File: config.mk
export PLATFORM = sky130hd
export DESIGN_NAME = fetch_unit
export DESIGN_NICKNAME = d
export VERILOG_FILES = /design/src/rtl/fetch_pkg.sv /design/src/rtl/fetch_fifo.sv /design/src/rtl/fetch_unit.sv
export SDC_FILE = /design/constraint.sdc
export NUM_CORES = 1
export LEC_CHECK = 0
export BUFFER_PORTS_ARGS = -buffer_cell sky130_fd_sc_hd__clkbuf_2
export CAP_MARGIN = 40
export CORE_ASPECT_RATIO = 1.75
export CORE_MARGIN = 1.5
export CORE_UTILIZATION = 45
export DETAILED_ROUTE_END_ITERATION = 6
export GPL_TIMING_DRIVEN = 0
export HOLD_SLACK_MARGIN = 0.05
export PLACE_DENSITY = 0.69
export SLEW_MARGIN = 20
export SYNTH_ARGS = -nofsm -noshare
export SYNTH_HDL_FRONTEND = slang
export SYNTH_SLANG_ARGS = --single-unit
File: constraint.sdc
create_clock -name Clock -period 4.2 [get_ports Clock]
set_clock_uncertainty 0.15 [all_clocks]
set_input_delay 0.42 -clock Clock [delete_from_list [all_inputs] [get_ports Clock]]
set_output_delay 0.42 -clock Clock [all_outputs]
set_load 0.1 [all_outputs]
File: src/rtl/fetch_pkg.sv
// Shared types and constants for the instruction-fetch front end.
package fetch_pkg;

  typedef enum logic {
    FETCH = 1'b0,
    DROP  = 1'b1
  } fetch_state_e;

  localparam int INSTR_BYTES = 4;

endpackage

File: src/rtl/fetch_fifo.sv
// Small power-of-two FIFO holding fetched {pc, instr} entries, with a single-cycle flush.
module fetch_fifo #(
  parameter int WIDTH = 64,
  parameter int DEPTH = 4
) (
  input  logic                     Clock,
  input  logic                     Reset,
  input  logic                     push,
  input  logic                     pop,
  input  logic                     flush,
  input  logic [WIDTH-1:0]         wdata,
  output logic [WIDTH-1:0]         rdata,
  output logic [$clog2(DEPTH):0]   count,
  output logic                     full,
  output logic                     empty
);

  localparam int PTR_W = $clog2(DEPTH);
  localparam int CNT_W = PTR_W + 1;

  logic [WIDTH-1:0] mem [DEPTH];
  logic [PTR_W-1:0] wr_ptr;
  logic [PTR_W-1:0] rd_ptr;
  logic             push_ok;
  logic             pop_ok;

  assign full    = (count == CNT_W'(DEPTH));
  assign empty   = (count == '0);
  assign push_ok = push && !full && !flush;
  assign pop_ok  = pop && !empty && !flush;

  // Head reads as zero when empty so the outputs are defined straight out of reset.
  assign rdata = empty ? '0 : mem[rd_ptr];

  always_ff @(posedge Clock or negedge Reset) begin
    // NOTE: sequential state always uses non-blocking assignments so every flop samples pre-edge values.
    if (!Reset) begin
      wr_ptr <= '0;
      rd_ptr <= '0;
      count  <= '0;
    end else if (flush) begin
      wr_ptr <= '0;
      rd_ptr <= '0;
      count  <= '0;
    end else begin
      if (push_ok) wr_ptr <= wr_ptr + 1'b1;
      if (pop_ok)  rd_ptr <= rd_ptr + 1'b1;
      count <= count + CNT_W'(push_ok) - CNT_W'(pop_ok);
    end
  end

  // NOTE: storage is deliberately not reset; count/pointers alone define validity, keeping it a plain RAM.
  always_ff @(posedge Clock) begin
    if (push_ok) mem[wr_ptr] <= wdata;
  end

endmodule

File: src/rtl/fetch_unit.sv
// Fetch front end: PC, redirect target adder, one-outstanding imem request and the stale-response FSM.
module fetch_unit
  import fetch_pkg::*;
#(
  parameter int                ADDR_W   = 32,
  parameter int                INSTR_W  = 32,
  parameter int                DEPTH    = 4,
  parameter logic [ADDR_W-1:0] RESET_PC = '0
) (
  input  logic               Clock,
  input  logic               Reset,
  input  logic               br_valid,
  input  logic               br_cond,
  input  logic               br_zero,
  input  logic [ADDR_W-1:0]  br_base_pc,
  input  logic [ADDR_W-1:0]  br_offset,
  input  logic               jmp_valid,
  input  logic [ADDR_W-1:0]  jmp_target,
  output logic               imem_req,
  output logic [ADDR_W-1:0]  imem_addr,
  input  logic               imem_ack,
  input  logic [INSTR_W-1:0] imem_rdata,
  output logic               inst_valid,
  input  logic               inst_ready,
  output logic [INSTR_W-1:0] inst_data,
  output logic [ADDR_W-1:0]  inst_pc
);

  localparam int CNT_W = $clog2(DEPTH) + 1;
  localparam int ENT_W = ADDR_W + INSTR_W;

  fetch_state_e        state;
  logic [ADDR_W-1:0]   fetch_pc;
  logic [ADDR_W-1:0]   target;
  logic                taken;
  logic                redirect;
  logic                complete;
  logic                push;
  logic                pop;
  logic                issue;
  logic [CNT_W-1:0]    count;
  logic [CNT_W-1:0]    occ_next;
  logic                fifo_full;
  logic                fifo_empty;
  logic [ENT_W-1:0]    head;

  assign taken    = br_valid && br_cond && br_zero;
  assign redirect = jmp_valid || taken;
  assign complete = imem_req && imem_ack;
  assign push     = complete && (state == FETCH) && !redirect;
  assign pop      = inst_valid && inst_ready;

  always_comb begin
    // NOTE: every always_comb output gets a default first so no path can infer a latch.
    target = br_base_pc + ADDR_W'(INSTR_BYTES) + (br_offset << 2);
    if (jmp_valid) target = jmp_target;
  end

  // Occupancy after this edge; the outstanding request keeps its slot reserved.
  always_comb begin
    occ_next = count + CNT_W'(push) - CNT_W'(pop);
    if (redirect) occ_next = '0;
  end

  // A redirect edge never issues: the target goes through fetch_pc and is requested next edge.
  assign issue = (!imem_req || complete) && !redirect && (occ_next < CNT_W'(DEPTH));

  always_ff @(posedge Clock or negedge Reset) begin
    if (!Reset) begin
      state     <= FETCH;
      fetch_pc  <= RESET_PC;
      imem_req  <= 1'b0;
      imem_addr <= RESET_PC;
    end else if (redirect) begin
      fetch_pc <= target;
      if (complete) imem_req <= 1'b0;
      // An unacked request keeps req/addr stable; its response must be dropped.
      state <= (imem_req && !imem_ack) ? DROP : FETCH;
    end else begin
      if (complete && state == DROP) state <= FETCH;
      if (issue) begin
        imem_req  <= 1'b1;
        imem_addr <= fetch_pc;
        fetch_pc  <= fetch_pc + ADDR_W'(INSTR_BYTES);
      end else if (complete) begin
        imem_req <= 1'b0;
      end
    end
  end

  fetch_fifo #(
    .WIDTH (ENT_W),
    .DEPTH (DEPTH)
  ) u_fifo (
    .Clock (Clock),
    .Reset (Reset),
    .push  (push),
    .pop   (pop),
    .flush (redirect),
    .wdata ({imem_addr, imem_rdata}),
    .rdata (head),
    .count (count),
    .full  (fifo_full),
    .empty (fifo_empty)
  );

  assign inst_valid = !fifo_empty;
  assign inst_pc    = head[ENT_W-1:INSTR_W];
  assign inst_data  = head[INSTR_W-1:0];

endmodule
---- Word level (Yosys, flattened, before mapping) ----
Memories as Yosys holds them, arrays and structs flattened.
Cells that the tools add are included.
W data, S select, Z words.
word-level totals
  bits in writable memories ............... 256
  memories ................................ 1
  output and inout bits ................... 98
  logic and storage cells ................. 66
  flip-flop bits (word level) ............. 73
  input port bits ......................... 136
memory list
  memory      words  bits a word  read ports  clocked after Yosys merged registers in  wr ports  RTL line          source
  u_fifo.mem  4      64           1           0                                        1         fetch_fifo.sv:21  logic [WIDTH-1:0] mem [DEPTH];
operators by class
  add/sub/neg operators ................... 9
  magnitude comparators ................... 1
  reductions and logical operators ........ 27
  muxes and demuxes ....................... 18
  bitwise operators ....................... 2
  eq/ne operators ......................... 1
operators by type and width
  operator                 number
  $mux W32                 3
  $add A32 B3 Y32 const B  2
  $mux W64                 1
  $add A32 B32 Y32         1
  $logic_and A1 B1 Y1      14
  $mux W1                  8
  $mux W2                  4
  $reduce_bool A2 Y1       4
  $add A3 B1 Y3            2
  $mux W3                  2
  $sub A3 B1 Y3            2
  $logic_not A1 Y1         5
  $add A2 B1 Y2 const B    2
  $eq A3 B3 Y1 const B     1
  $logic_not A3 Y1         1
  $lt A3 B3 Y1 const B     1
  $logic_or A1 B1 Y1       2
  $not A1 Y1               2
  $reduce_and A2 Y1        1

---- Longest topological paths before layout ----
  word-level depth ........................ 12
  gate-level depth with buffers ........... 13
  gate-level depth less buffers ........... 13

---- By module ----
Synthesis repeated with hierarchy kept, for this count alone.
unflattened totals
  cells, all modules ...................... 1036
  area total of the unflattened synthesis .. 15376.0 µm²
modules (own cells, without submodules)
  module      instances  seq. area each (µm²)  cells each  area each (µm²)
  fetch_fifo  1          7862.5                454         10129.7
  fetch_unit  1          1651.6                582         5246.3

---- Worst setup path after synthesis ----
OpenSTA, ideal clock, no wires.
  path kind ............................... register to register
  start ................................... register imem_req
  end ..................................... memory u_fifo.mem[1][0] (enable)
  cell stages (with the launch flop) ...... 4
  library setup time ...................... 429 ps
  path buffers ............................ 0
  path slack .............................. 254 ps
  arrival ................................. 3367 ps
  data required time ...................... 3621 ps
  period minus slack after synthesis ...... 3946 ps
  path through ............................ dfrtp_1 -> nand2_1 -> a2111oi_2 -> and2_1
on the way
  cells in the longest elaborated chain, start to end .. 7
RTL lines
  what                              RTL line          source
  from (decl)                       fetch_unit.sv:19  output logic imem_req,
  from (signal assigned)            fetch_unit.sv:72  imem_req <= 1'b0;
  from (signal assigned)            fetch_unit.sv:76  if (complete) imem_req <= 1'b0;
  from (signal assigned)            fetch_unit.sv:82  imem_req <= 1'b1;
  $logic_and A1 B1 Y1               fetch_unit.sv:49  assign complete = imem_req && imem_ack;
  $logic_and A1 B1 Y1 (2 in a row)  fetch_unit.sv:50  assign push = complete && (state == FETCH) && !redirect;
  $logic_and A1 B1 Y1 (2 in a row)  fetch_fifo.sv:29  assign push_ok = push && !full && !flush;
  $mux W1                           fetch_fifo.sv:54  if (push_ok) mem[wr_ptr] <= wdata;
  $mux W1 (not written as such)     fetch_fifo.sv:54
  to (decl)                         fetch_fifo.sv:21
Every way passes these cells.

---- Final worst setup path ----
  start ................................... register u_fifo.count[2]
  end ..................................... register imem_addr[2]
on the way
  cells in the longest elaborated chain, start to end .. 8
  elaborated cells between the ends (all ways) .. 9
  classes of those cells .................. 2 x add/sub; 1 x order compare; 1 x mux; 5 x reduce/logical
RTL lines
  what                                                   RTL line          source
  from (decl)                                            fetch_fifo.sv:13  output logic [$clog2(DEPTH):0] count,
  from (signal assigned)                                 fetch_fifo.sv:48  count <= count + CNT_W'(push_ok) - CNT_W'(pop_ok);
  branches (longest 3 deep; another with $add A3 B1 Y3)  -
  $sub A3 B1 Y3 (*)                                      fetch_unit.sv:61  occ_next = count + CNT_W'(push) - CNT_W'(pop);
  $mux W3 (*)                                            fetch_unit.sv:62  if (redirect) occ_next = '0;
  $lt A3 B3 Y1 (*)                                       fetch_unit.sv:66  assign issue = (!imem_req || complete) && !redirect && (occ_next < CNT_W'(DEPTH));
  $logic_and A1 B1 Y1 (*)                                fetch_unit.sv:66
  $reduce_and A2 Y1 (no source line) (*)                 -
  to (signal assigned)                                   fetch_unit.sv:83  imem_addr <= fetch_pc;
  to (decl)                                              fetch_unit.sv:20  output logic [ADDR_W-1:0] imem_addr,
Every way passes the cells marked *.
A chain may end at the register's enable or synchronous reset.

==> impl_metrics.py <==
metrics = {
    "detailed_routing": {
        "ant_nets": 0,
        "vias": 10061,
        "drtPass1Iterations": 5,
        "drc": 0,
        "drtIter0Drc": 429,
        "wire_per_inst_um": 19.9,
        "routed_wl_um": 36800,
        "routed_via_density": 5.44,
    },
    "synthesis": {
        "postSynth.asyncResetShare_pct": 22.2,
        "yosysSeqAreaShare_pct": 61.4,
        "avgSynthCellArea_sq_um": 14.9,
        "synth_area_leader_cell": "edfxtp_1",
        "syn_area_sq_um": 15500,
        "yosysWarnings": 0,
        "synth_edf_count": 256,
        "synthTopCellsByCount": "edfxtp_1 (256), dfrtp_1 (73), and2_1 (71), ha_1 (66), mux4_2 (64)",
        "syn_nets": 1241,
        "ys_seq_elements": 329,
        "synth_cell_type_count": 70,
        "synth.most_common_cell": "edfxtp_1",
        "yosys_most_used_dff": "edfxtp_1",
        "syn-instance-count": 1037,
        "synth_top_cell_area_share_pct": 49.6,
        "synthTopCellsByArea": "edfxtp_1 (50%), dfrtp_1 (12%), mux4_2 (9.3%)",
    },
    "worst_setup_path": {
        "path_max_fanout": 10,
        "slowest_stage": "or3_1",
        "path_class": "flip-flop to flip-flop",
        "cpPeakStageDelay_ps": 480,
        "arrival_ps": 4290,
        "cpMostUsedCell": "ha_1",
        "startpoint_type": "flip-flop",
        "crit_required_ps": 4480,
        "crit_chain": "or3_1 -> and2_0 -> ha_1 -> inv_1 -> ha_1 -> nor2b_1 -> a31o_2 -> a221o_1 -> nor2_2 -> buf_2 -> mux2_2",
        "crit_path_end_kind": "flip-flop",
    },
    "grt": {
        "grt_max_degree": 52,
        "grt_overflow": 0,
        "track_usage_pct": 21.0,
        "grt_pass1_wl_um": 57000,
        "grt_pass1_vias": 10629,
        "antenna_found_initial": 0,
    },
    "cts": {
        "cts_root_buffer": "clkbuf_16",
        "cts_tree": "yes",
        "clockBufferDepth": 3,
        "cts_htree_levels": 1,
        "cts_sinks": 329,
        "path_clk_slew_ps": 70,
        "cts_buffers": 27,
        "post_cts_buffers": 0,
        "clkLatencyLatePin_ps": 550,
    },
    "run_status": {
        "outcome": "finished, final reports clean",
    },
    "sta": {
        "hold_viol": 0,
        "max_slew_margin_pct": 53.9,
        "fmax_ghz": 0.249,
        "fin_setup_tns_ps": 0,
        "period_needed_ps": 4020,
        "setup_viol": 0,
        "tightest_slew_ps": 691,
        "rsz0062_at_grt": "false",
        "fin_crit_sh_pct": 95.7,
        "report.final.slew_viol_count": 0,
    },
    "power": {
        "total_power_uw": 12400,
        "p_per_area_nw_per_um2": 654,
        "power_leakage_uw": 0.00741,
        "ir_worst_vdd_mv": 0.497,
    },
    "cells_and_area": {
        "post_route_cells_drive_above_1_share_pct": 30.0,
        "diodes": 0,
        "area_delta_synth_final_pct": 22.6,
        "multi_input_area_sq_um": 5690,
        "fill_cells": 2831,
        "seqCellArea_sq_um": 9510,
        "fin_nets": 1577,
    },
    "job": {
        "maxCapViolCount": 0,
    },
    "floorplanning": {
        "placementRows": 89,
        "start_util_pct": 45.8,
        "die_area_sq_um": 35600,
        "coreArea_sq_um": 33900,
        "die_x_um": 143,
        "die_y_um": 248,
        "io_pins": 234,
    },
    "placed_design": {
        "portBuffers": 231,
        "post-dp-hpwl_um": 26700,
        "place_congestion": 0.896,
    },
    "hold_path": {
        "hp-class": "primary input to flip-flop",
    },
}
==> cells by family after synthesis <==
kind of cell | after synthesis | share of synthesized area (%)
buffers and inverters | 64 | 2.00
AOI/OAI and AO/OA | 172 | 7.58
xor gates and xnor gates | 49 | 2.77
DFF | 329 | 61.4
muxes | 103 | 12.1
adders and majority gates | 68 | 5.59
and+or+nand+nor | 252 | 8.55
==> state kept, by name (all words and copies together) (netlist names) <==
name           cells
state              1
u_fifo.count       3
imem_req           1
imem_addr         32
u_fifo.rd_ptr      2
u_fifo.mem       256
fetch_pc          32
u_fifo.wr_ptr      2
==> path summary, 6_finish.rpt <==
kind	startpoint	to	slack, ps	cells past startpoint
max in group asynchronous	Reset	imem_addr[21]$_DFFE_PN0P_	3140	3
max reg2reg	u_fifo.count[2]$_DFF_PN0_	imem_addr[2]$_DFFE_PN0P_	180	11
min reg2reg	fetch_pc[1]$_DFFE_PN0P_	imem_addr[1]$_DFFE_PN0P_	360	1
min	jmp_target[20]	fetch_pc[20]$_DFFE_PN0P_	90	4
min in group asynchronous	Reset	imem_addr[0]$_DFFE_PN0P_	200	2
max	u_fifo.count[2]$_DFF_PN0_	imem_addr[2]$_DFFE_PN0P_	180	11
==> through the flow <==
stage | util [%] | worst slack [ps] | hold WS [ps] | area [sq um] | instances
floorplan | - | 254 | -25.6 | 15500 | 1037
global placement | 50.9 | -1320 | 338 | 17200 | 1723
detailed placement | 51.5 | 146 | 223 | 17400 | 1734
CTS | 56.0 | 122 | 61.3 | 19000 | 1846
global route | 56.1 | 3.52 | 79.2 | 19000 | 1849
finish | 56.1 | 182 | 88.6 | 19000 | 1849
==> worst max-delay path, delay by kind of cell, from the launching register on <==
kind,cells,cell delay (ps)
buffers and inverters,2,440
and+or+nand+nor,4,1350
muxes,1,380
AOI/OAI and AO/OA,2,730
DFF,1,420
adders and majority gates,2,420
==> area by class of cell <==
| cell class | count | share of cell area, % |
|---|---|---|
| inverters | 18 | 0.356 |
| multi-input cells | 644 | 30.0 |
| flip-flops and latches | 329 | 50.1 |
| plain buffers | 46 | 1.28 |
| clock inverters | 18 | 1.05 |
| clock buffers | 32 | 3.71 |
| repair buffers | 307 | 10.6 |
| well taps | 455 | 3.00 |
==> metal layers <==
layer | track usage, % | vias to the layer above | share of wire, %
met3 | 2.37 | 85 | 4.2
met4 | 10.1 | 0 | 4.4
li1 | - | 4693 | -
met5 | 0 | - | 0
met1 | 21.7 | 4999 | 35
met2 | 40.9 | 284 | 57
==> report_power, final <==
group	switching [uW]	internal (uW)
combinational	4200	1260
sequential	376	4010
clock	1120	1450
==> layout by cell type, fill, tap and decap left out, drive strengths merged, types with 4 or more instances in the layout <==
master	netlist	layout
ha	66	66
a21oi	49	49
mux2i	6	6
a311oi	4	4
nand4	15	15
and3	16	16
bufinv	0	4
xnor2	25	25
o21bai	5	5
nor3	11	11
a21o	22	22
a31o	4	4
o21ai	24	24
and2	72	72
a221oi	5	5
a211o	5	5
buf	16	29
xor2	24	24
inv	18	20
dlygate4sd3	0	62
o211ai	4	4
o21a	10	10
o22ai	8	8
edfxtp	256	256
mux4	64	64
a31oi	10	10
nor2	36	36
dfrtp	73	73
mux2	33	33
nand2	58	58
clkbuf	29	292
and4	4	4
nand3	24	24
clkinv	0	11
==> what timing repair did <==
item	4_1_cts	5_1_grt
endpoints found under the setup margin	0	3
hold buffers	62	0
resized for setup	0	1
endpoints found under the hold margin	228	0
Note: power is estimated with default switching activity, not from simulation.
